==> src/rtl/dco_sdm_pkg.sv <==
// Shared constants and encodings for the DCO sigma-delta controller.
package dco_sdm_pkg;

   localparam int INT_W_DEF  = 8;
   localparam int FRAC_W_DEF = 8;

   // Modulator order selection as presented on sdm_order.
   typedef enum logic [1:0] {
      ORD_BYP = 2'd0,
      ORD_1   = 2'd1,
      ORD_2   = 2'd2,
      ORD_3   = 2'd3
   } sdm_order_e;

   // Mid-scale DCO code, used as the reset value.
   localparam int DCO_MID = 128;

   // Width of the signed MASH output y (range -3..+4).
   localparam int Y_W = 4;

endpackage

==> src/rtl/mash_acc_stage.sv <==
// One MASH accumulator: FRAC_W-bit wrap-around adder with carry-out.
// When the stage is disabled or cleared, the accumulator is reloaded with 0
// and both the sum and the carry are forced to 0.
module mash_acc_stage #(
   parameter int FRAC_W = 8
) (
   input  logic              clk,
   input  logic              rst,
   input  logic              en,
   input  logic              clr,
   input  logic [FRAC_W-1:0] din,
   output logic [FRAC_W-1:0] sum,
   output logic              carry
);

   logic [FRAC_W-1:0] acc;
   logic [FRAC_W:0]   add_w;

   // Add input to accumulator; gate the sum and carry when inactive.
   always_comb begin
      add_w = {1'b0, acc} + {1'b0, din};
      sum   = '0;
      carry = 1'b0;
      if (en && !clr) begin
         sum   = add_w[FRAC_W-1:0];
         carry = add_w[FRAC_W];
      end
   end

   // Accumulator register; the gated sum is already 0 when inactive.
   always_ff @(posedge clk or posedge rst) begin
      if (rst) acc <= '0;
      else     acc <= sum;
   end

endmodule

==> src/rtl/dco_sdm_ctrl.sv <==
// Loop-filter word to DCO tuning code: integer part drives the bank directly,
// fractional part is dithered by a selectable MASH 1-1-1 modulator, and the
// stage-1 residue is returned as the noise-cancellation word.
import dco_sdm_pkg::*;

module dco_sdm_ctrl #(
   parameter int INT_W    = INT_W_DEF,
   parameter int FRAC_W   = FRAC_W_DEF,
   parameter int NC_SHIFT = 4
) (
   input  logic             clk,
   input  logic             rst,
   input  logic             enable,
   input  logic [1:0]       sdm_order,
   input  logic             dlf_stb,
   input  logic [15:0]      dlf_word,
   output logic             dlf_ack,
   output logic [INT_W-1:0] dco_code,
   output logic             sdm_sat,
   output logic [14:0]      sdm_nc_out
);

   logic signed [15:0]      word_q;
   logic [1:0]              order_q;
   logic [INT_W-1:0]        int_u;
   logic [FRAC_W-1:0]       frac;
   logic                    clr;
   logic                    en1, en2, en3;
   logic [FRAC_W-1:0]       n1, n2, n3;
   logic                    c1, c2, c3;
   logic                    c2_d, c3_d, c3_dd;
   logic [Y_W-1:0]          y_u;
   logic signed [Y_W-1:0]   y;
   logic [INT_W:0]          sat_res;
   logic [14:0]             nc_w;

   // Saturating add of the signed dither onto the unsigned integer code.
   // Result is {clamp_flag, code}; the sum is formed on INT_W+2 bits.
   function automatic logic [INT_W:0] sat_add(input logic [INT_W-1:0] base,
                                              input logic signed [Y_W-1:0] d);
      logic signed [INT_W+1:0] s;
      s = $signed({2'b00, base}) + $signed({{(INT_W+2-Y_W){d[Y_W-1]}}, d});
      if (s[INT_W+1])  return {1'b1, {INT_W{1'b0}}};
      else if (s[INT_W]) return {1'b1, {INT_W{1'b1}}};
      else             return {1'b0, s[INT_W-1:0]};
   endfunction

   // Split the captured word; flipping the sign bit gives the offset-binary code.
   always_comb begin
      int_u = {~word_q[15], word_q[14:FRAC_W]};
      frac  = word_q[FRAC_W-1:0];
   end

   // Clear the modulator when disabled, bypassed, or the order just changed.
   always_comb begin
      clr = !enable || (sdm_order != order_q) || (sdm_order == ORD_BYP);
      en1 = (sdm_order != ORD_BYP);
      en2 = sdm_order[1];
      en3 = (sdm_order == ORD_3);
   end

   mash_acc_stage #(.FRAC_W(FRAC_W)) u_stage1 (
      .clk(clk), .rst(rst), .en(en1), .clr(clr), .din(frac), .sum(n1), .carry(c1)
   );
   mash_acc_stage #(.FRAC_W(FRAC_W)) u_stage2 (
      .clk(clk), .rst(rst), .en(en2), .clr(clr), .din(n1), .sum(n2), .carry(c2)
   );
   mash_acc_stage #(.FRAC_W(FRAC_W)) u_stage3 (
      .clk(clk), .rst(rst), .en(en3), .clr(clr), .din(n2), .sum(n3), .carry(c3)
   );

   // MASH combiner: c1 + (1-z^-1)c2 + (1-z^-1)^2 c3, forced to 0 on clear.
   always_comb begin
      y_u = Y_W'(c1) + Y_W'(c2) - Y_W'(c2_d)
          + Y_W'(c3) - (Y_W'(c3_d) << 1) + Y_W'(c3_dd);
      y   = clr ? '0 : $signed(y_u);
      sat_res = sat_add(int_u, y);
      nc_w = 15'(n1) << NC_SHIFT;
   end

   // Capture, carry delays, order history and registered outputs.
   always_ff @(posedge clk or posedge rst) begin
      if (rst) begin
         word_q     <= '0;
         dlf_ack    <= 1'b0;
         order_q    <= ORD_BYP;
         c2_d       <= 1'b0;
         c3_d       <= 1'b0;
         c3_dd      <= 1'b0;
         dco_code   <= INT_W'(DCO_MID);
         sdm_sat    <= 1'b0;
         sdm_nc_out <= '0;
      end else begin
         if (dlf_stb) word_q <= dlf_word;
         dlf_ack    <= dlf_stb;
         order_q    <= sdm_order;
         c2_d       <= clr ? 1'b0 : c2;
         c3_d       <= clr ? 1'b0 : c3;
         c3_dd      <= clr ? 1'b0 : c3_d;
         dco_code   <= sat_res[INT_W-1:0];
         sdm_sat    <= sat_res[INT_W];
         sdm_nc_out <= nc_w;
      end
   end

   // n3 is the final residue; only the carry of stage 3 feeds the combiner.
   logic unused_n3;
   assign unused_n3 = ^n3;

endmodule

==> config.mk <==
export PLATFORM = sky130hd
export DESIGN_NAME = dco_sdm_ctrl
export DESIGN_NICKNAME = d
export VERILOG_FILES = /design/src/rtl/dco_sdm_pkg.sv /design/src/rtl/mash_acc_stage.sv /design/src/rtl/dco_sdm_ctrl.sv
export SDC_FILE = /design/constraint.sdc
export NUM_CORES = 1
export LEC_CHECK = 0
export ABC_AREA = 1
export ABC_CLOCK_PERIOD_IN_PS = 9030
export CAP_MARGIN = 20
export CELL_PAD_IN_SITES_DETAIL_PLACEMENT = 0
export CELL_PAD_IN_SITES_GLOBAL_PLACEMENT = 1
export CORE_ASPECT_RATIO = 0.9
export CORE_MARGIN = 2
export CORE_UTILIZATION = 52
export DETAILED_ROUTE_END_ITERATION = 8
export DONT_BUFFER_PORTS = 1
export PLACE_DENSITY = 0.89
export RECOVER_POWER = 25
export SYNTH_ARGS = -nofsm -noshare
export SYNTH_HDL_FRONTEND = slang
export SYNTH_HIERARCHICAL = 1
export SYNTH_SLANG_ARGS = --single-unit
==> constraint.sdc <==
create_clock -name clk -period 9.03 [get_ports clk]
set_clock_uncertainty 0.15 [all_clocks]
set_input_delay 0.903 -clock clk [delete_from_list [all_inputs] [get_ports clk]]
set_output_delay 0.903 -clock clk [all_outputs]
set_load 0.05 [all_outputs]
* Yosys cells after proc, flatten, opt, wreduce, memory -nomap -nowiden *
Index checks and enable logic that the tools add are counted.

storage, ports and cells
  word-level logic and storage cells = 44
  register bits = 55
  output and inout port bits = 25

cells by class
  bitwise logic cells = 1
  $add $sub $neg = 9
  reductions and logical operators = 9
  muxes and demuxes = 12
  eq/ne operators = 2

operators by type and width
  operator                              count
  adder 8 x 8 -> 9 bit                  3
  two-way mux 8 bit                     3
  two-way mux 9 bit                     2
  adder 9 x 4 -> 10 bit                 1
  two-way mux 1 bit                     6
  adder 3 x 2 -> 4 bit                  1
  adder 4 x 1 -> 4 bit                  1
  two-way mux 4 bit                     1
  subtractor 4 x 2 -> 4 bit             1
  logical AND 1 bit                     3
  subtractor 2 x 1 -> 3 bit             1
  adder 1 x 1 -> 2 bit                  1
  == test 2 bit, second input constant  1
  zero test 1 bit                       2
  zero test 2 bit                       1
  logical OR 1 bit                      2
  != test 2 bit                         1
  nonzero test 2 bit                    1
  NOT 1 bit                             1

* Longest topological paths before layout *
  word-level depth = 17
  mapped depth = 39
  mapped depth without buffers = 39

* Modules after synthesis *
Netlist, hierarchy kept.

modules (own cells, without submodules)
  module          area each (sq um)  sequential area each (sq um)  cells an instance  instances
  dco_sdm_ctrl    2190.9             977.2                         243                1
  mash_acc_stage  594.3              200.2                         78                 3

* Worst setup path after synthesis *
No wires, ideal clock.

  path kind = input to register
  from = input port sdm_order[1]
  to = register dco_code[0]
  path slack = 3.428 ns
  library setup time = 0.113 ns
  stages on the path = 35
  data arrival time = 5.339 ns
  data required time = 8.767 ns
  path through = xnor2_2 > nand3_4 > nor2_4 > inv_1 > nor2_1 > ha_1 > fa_1 > nand2_1 > nand2_1 > and2_4 > nand2_1 > a21oi_1 > inv_1 > ha_1 > inv_1 > ha_1 > inv_1 > ha_1 > inv_1 > ha_1 > ha_1 > nand2_1 > nor2_1 > nor2_1 > inv_1 > nor2_8 > ha_1 > nand2_1 > nand2_1 > a21oi_1 > nand3_1 > nand2_2 > nand2_4 > nand2_1 > inv_1

between the ends
  longest elaborated chain between the ends = 17
  elaborated cells between the ends (all ways) = 26

ends and longest elaborated chain
  item                         RTL line              text
  start: declaration           dco_sdm_ctrl.sv:14    input logic [1:0] sdm_order,
  != test 2 bit                dco_sdm_ctrl.sv:56    clr = !enable || (sdm_order != order_q) || (sdm_order == ORD_BYP);
  logical OR 1 bit             dco_sdm_ctrl.sv:56
  logical OR 1 bit *           dco_sdm_ctrl.sv:56
  via clr                      dco_sdm_ctrl.sv:27    logic clr;
  zero test 1 bit *            mash_acc_stage.sv:24  if (en && !clr) begin
  logical AND 1 bit *          mash_acc_stage.sv:24
  two-way mux 8 bit *          mash_acc_stage.sv:24
  via n1[0]                    dco_sdm_ctrl.sv:29    logic [FRAC_W-1:0] n1, n2, n3;
  [2 not listed]               n/a
  via c2                       dco_sdm_ctrl.sv:30    logic c1, c2, c3;
  [2 not listed]               n/a
  adder 3 x 2 -> 4 bit *       dco_sdm_ctrl.sv:75    + Y_W'(c3) - (Y_W'(c3_d) << 1) + Y_W'(c3_dd);
  subtractor 4 x 2 -> 4 bit *  dco_sdm_ctrl.sv:75
  adder 4 x 1 -> 4 bit *       dco_sdm_ctrl.sv:75
  two-way mux 4 bit *          dco_sdm_ctrl.sv:76    y = clr ? '0 : $signed(y_u);
  adder 9 x 4 -> 10 bit *      dco_sdm_ctrl.sv:42    s = $signed({2'b00, base}) + $signed({{(INT_W+2-Y_W){d[Y_W-1]}}, d});
  two-way mux 9 bit            dco_sdm_ctrl.sv:44    else if (s[INT_W]) return {1'b1, {INT_W{1'b1}}};
  two-way mux 9 bit *          dco_sdm_ctrl.sv:43    if (s[INT_W+1]) return {1'b1, {INT_W{1'b0}}};
  via sat_res[0]               dco_sdm_ctrl.sv:34    logic [INT_W:0] sat_res;
  end signal: assignment       dco_sdm_ctrl.sv:90    dco_code <= INT_W'(DCO_MID);
  end signal: assignment       dco_sdm_ctrl.sv:100   dco_code <= sat_res[INT_W-1:0];
  end: declaration             dco_sdm_ctrl.sv:18    output logic [INT_W-1:0] dco_code,

Mark *: on every way through the listed nets, which the timed path passes. The rest lies on a longest branch.
A chain may end at the register's enable or synchronous reset.

* Worst setup path in the final report *
Same ends and word-level chain as after synthesis.

==> flow_summary_export.csv <==
group,metric,value,unit
detailed_routing,firstDrtPassIters,4,
placement,port_buffers,0,
power,power.density_cell_area,159.6,mW/mm²
run_status,status,"finished clean",
synthesis,yosysSeqAreaShare,39.70,%
synthesis,ys_types,28,
synthesis,ys_ff_latch,63,
detailed_routing,ant_nets,0,
detailed_routing,vias_per_cell,4.899,
cts,numCtsBuffers,9,
worst_setup_path,crit_required,9.12,ns
power,fin_total_pwr,0.0006874,W
worst_setup_path,cp_slowest_stage_delay,0.32,ns
timing,grt_setup_unrepaired,"false",
timing,finalHoldViolCount,0,
cts,root_buffer,"clkbuf_8",
worst_setup_path,reg2reg_depth,35,
synthesis,synth-edff-count,0,
grt,grt_max_degree,40,
worst_setup_path,reg2reg_to,"dco_code[0]",
floorplanning,die_area,0.008358,mm²
worst_setup_path,critPathCaptureType,"flop",
final_layout,drive_gt1_share,9.776,%
timing,fin_crit_sh,66.35,%
placement,dp_hpwl,5.923,mm
synthesis,syn_area_per_cell,8.331,µm²
power,leakage,2.353,nW
cts,cts_max_level,3,
cts,postCtsSetupBuffers,0,
detailed_routing,drc,0,
floorplanning,fp.dieW,96.15,µm
detailed_routing,drt-initial-drc-count,102,
synthesis,yosysTopAreaCell,"dfrtp_1",
cts,clk_latency,0.34,ns
final_layout,utilization,57.65,%
final_layout,nets,553,
synthesis,ys_warn_count,6,
floorplanning,start_util,53.20,%
min_path,hp-class,"in -> async",
worst_setup_path,cp_slowest_cell,"ha_1",
timing,timing.final.ws_setup,3.039,ns
grt,overflow,0,
final_layout,syn_to_final_growth,8.375,%
worst_setup_path,critPathKind,"in -> reg",
final_layout,insertedDiodeCount,0,
detailed_routing,route.vias.total,2876,
timing,fmax,166.9,MHz
grt,grt_pass1_vias,2918,
cts,post_cts_resized,0,
job,maxCapViolCount,0,
synthesis,synth_top_area_share,39.04,%
floorplanning,fp.dieH,86.93,µm
cts,cts_buffer_depth,2,
timing,post-route-min-period,5.991,ns
worst_setup_path,arrival,6.08,ns
synthesis,syn_inst,477,
cts,cts_tree,"yes",
detailed_routing,routedWlPerCell,12.81,µm
final_layout,design_area,0.004307,mm²
grt,antenna_found_initial,0,
worst_setup_path,worstPathMaxFanout,10,
detailed_routing,routed_wl,7.521,mm
timing,setup_viol,0,
synthesis,syn_area,0.003974,mm²
placement,placed_cell_area,0.004061,mm²
cts,hold_buffers,0,
floorplanning,core,0.007470,mm²
worst_setup_path,r2r_setup_slack,3.16,ns
power,peakVddDrop,72.54,µV
floorplanning,rows,30,
synthesis,synthArstFlopShare,100.0,%
grt,grt_use_total,20.29,%
worst_setup_path,worstReg2RegStart,"order_q[1]",
timing,tns,0,ns
worst_setup_path,startpoint_type,"input pin",
floorplanning,ios,47,
timing,maxSlewViolCount,0,
cts,clock-sinks,63,
placement,pre_cts_ws,2.656,ns
placement,gp_congestion,0.8803,
grt,grt_pass1_wl,13.07,mm
synthesis,synth_flop_cell,"dfrtp_1",
synthesis,synthTopCellsByArea,"dfrtp_1 39%, ha_1 12%, nand2_1 11%",
cts,path_clk_slew,0.07,ns
## synthesized netlist by cell type, types with 3 or more instances
| cell | instances |
|---|---|
| dfrtp_1 | 62 |
| mux2_2 | 14 |
| xnor2_1 | 4 |
| nand3_1 | 26 |
| o21ai_0 | 9 |
| nor2_4 | 4 |
| ha_1 | 39 |
| fa_1 | 6 |
| a21oi_1 | 31 |
| or2_0 | 3 |
| nand3b_1 | 4 |
| buf_4 | 7 |
| nand2_1 | 116 |
| xor2_1 | 3 |
| nor2_1 | 45 |
| and2_4 | 3 |
| o21a_1 | 3 |
| inv_1 | 83 |
## placed cells by master, fill, tap and decap left out, types with 4 or more instances in the layout
master and n:
nand3_1 26, ha_1 39, fa_1 6, conb_1 7, clkbuf_8 10, nand3b_1 4
nand2_1 116, dfrtp_1 62, o21ai_0 9, nor2_4 4, a21oi_1 31, nor2_1 45
mux2_2 14, inv_1 83, xnor2_1 4
## logic make-up after synthesis
| group | Yosys count | share of synthesized area (%) |
|---|---|---|
| xor+xnor | 8 | 1.952 |
| fa+ha+maj | 45 | 15.30 |
| mux | 14 | 3.967 |
| buf+inv | 92 | 9.414 |
| compound gates | 43 | 5.604 |
| flops | 63 | 39.70 |
| other cells | 1 | 0.09437 |
| simple gates | 211 | 23.96 |
## layout make-up
cell class / count / area (µm²)
sequential: 63 / 1578
fill: 682 / 3163
clock inverter: 6 / 107.6
tap: 96 / 120.1
multi-input combinational: 328 / 2044
clock buffer: 10 / 137.6
timing repair buffer: 1 / 7.507
inverter: 83 / 311.5
## layer usage
layer / wire length (µm) / global-route usage, %
met5: 0 / 0
met4: 65 / 5.325
met3: 411 / 6.147
met2: 3549 / 33.02
met1: 3494 / 26.32
## registers in the layout (all words and copies together), names as in the netlist
signal        count
c3_d              1
c3_dd             1
sdm_sat           1
u_stage1/acc      8
word_q           16
u_stage2/acc      8
dco_code          8
order_q           2
sdm_nc_out        8
c2_d              1
u_stage3/acc      8
dlf_ack           1
## worst max-delay path by stage
stage / start / end / slack [ns]
after global placement: sdm_order[1] / dco_code[0] / 2.79
after detailed placement: sdm_order[1] / dco_code[0] / 2.66
after floorplan: sdm_order[1] / dco_code[0] / 3.43
after CTS: sdm_order[1] / dco_code[0] / 3.00
after global routing: sdm_order[1] / dco_code[0] / 2.50
final: sdm_order[1] / dco_code[0] / 3.04
## critical path, delay by kind of cell
| family | cells | cell delay, ns |
|---|---|---|
| adder cells (fa/ha/maj) | 8 | 2.01 |
| AO/OA/AOI/OAI | 2 | 0.38 |
| AND/OR/NAND/NOR | 17 | 2.07 |
| XOR/XNOR | 1 | 0.18 |
| buffers and inverters | 7 | 0.50 |
## where the power goes
| part | leakage [nW] | internal [W] | switching [W] |
|---|---|---|---|
| Combinational | 1.41 | 0.0000236 | 0.0000427 |
| Clock | 0.122 | 0.000190 | 0.000111 |
| Sequential | 0.817 | 0.000296 | 0.0000248 |
## stage by stage
stage | std cells | hold slack, ns
4_1_cts | 587 | 0.2297
3_3_place_gp | 571 | 0.3536
5_1_grt | 587 | 0.2364
2_1_floorplan | 483 | 0.3360
6_report | 587 | 0.2320
3_5_place_dp | 571 | 0.3590
No activity file was read; power rests on OpenSTA's default activity.
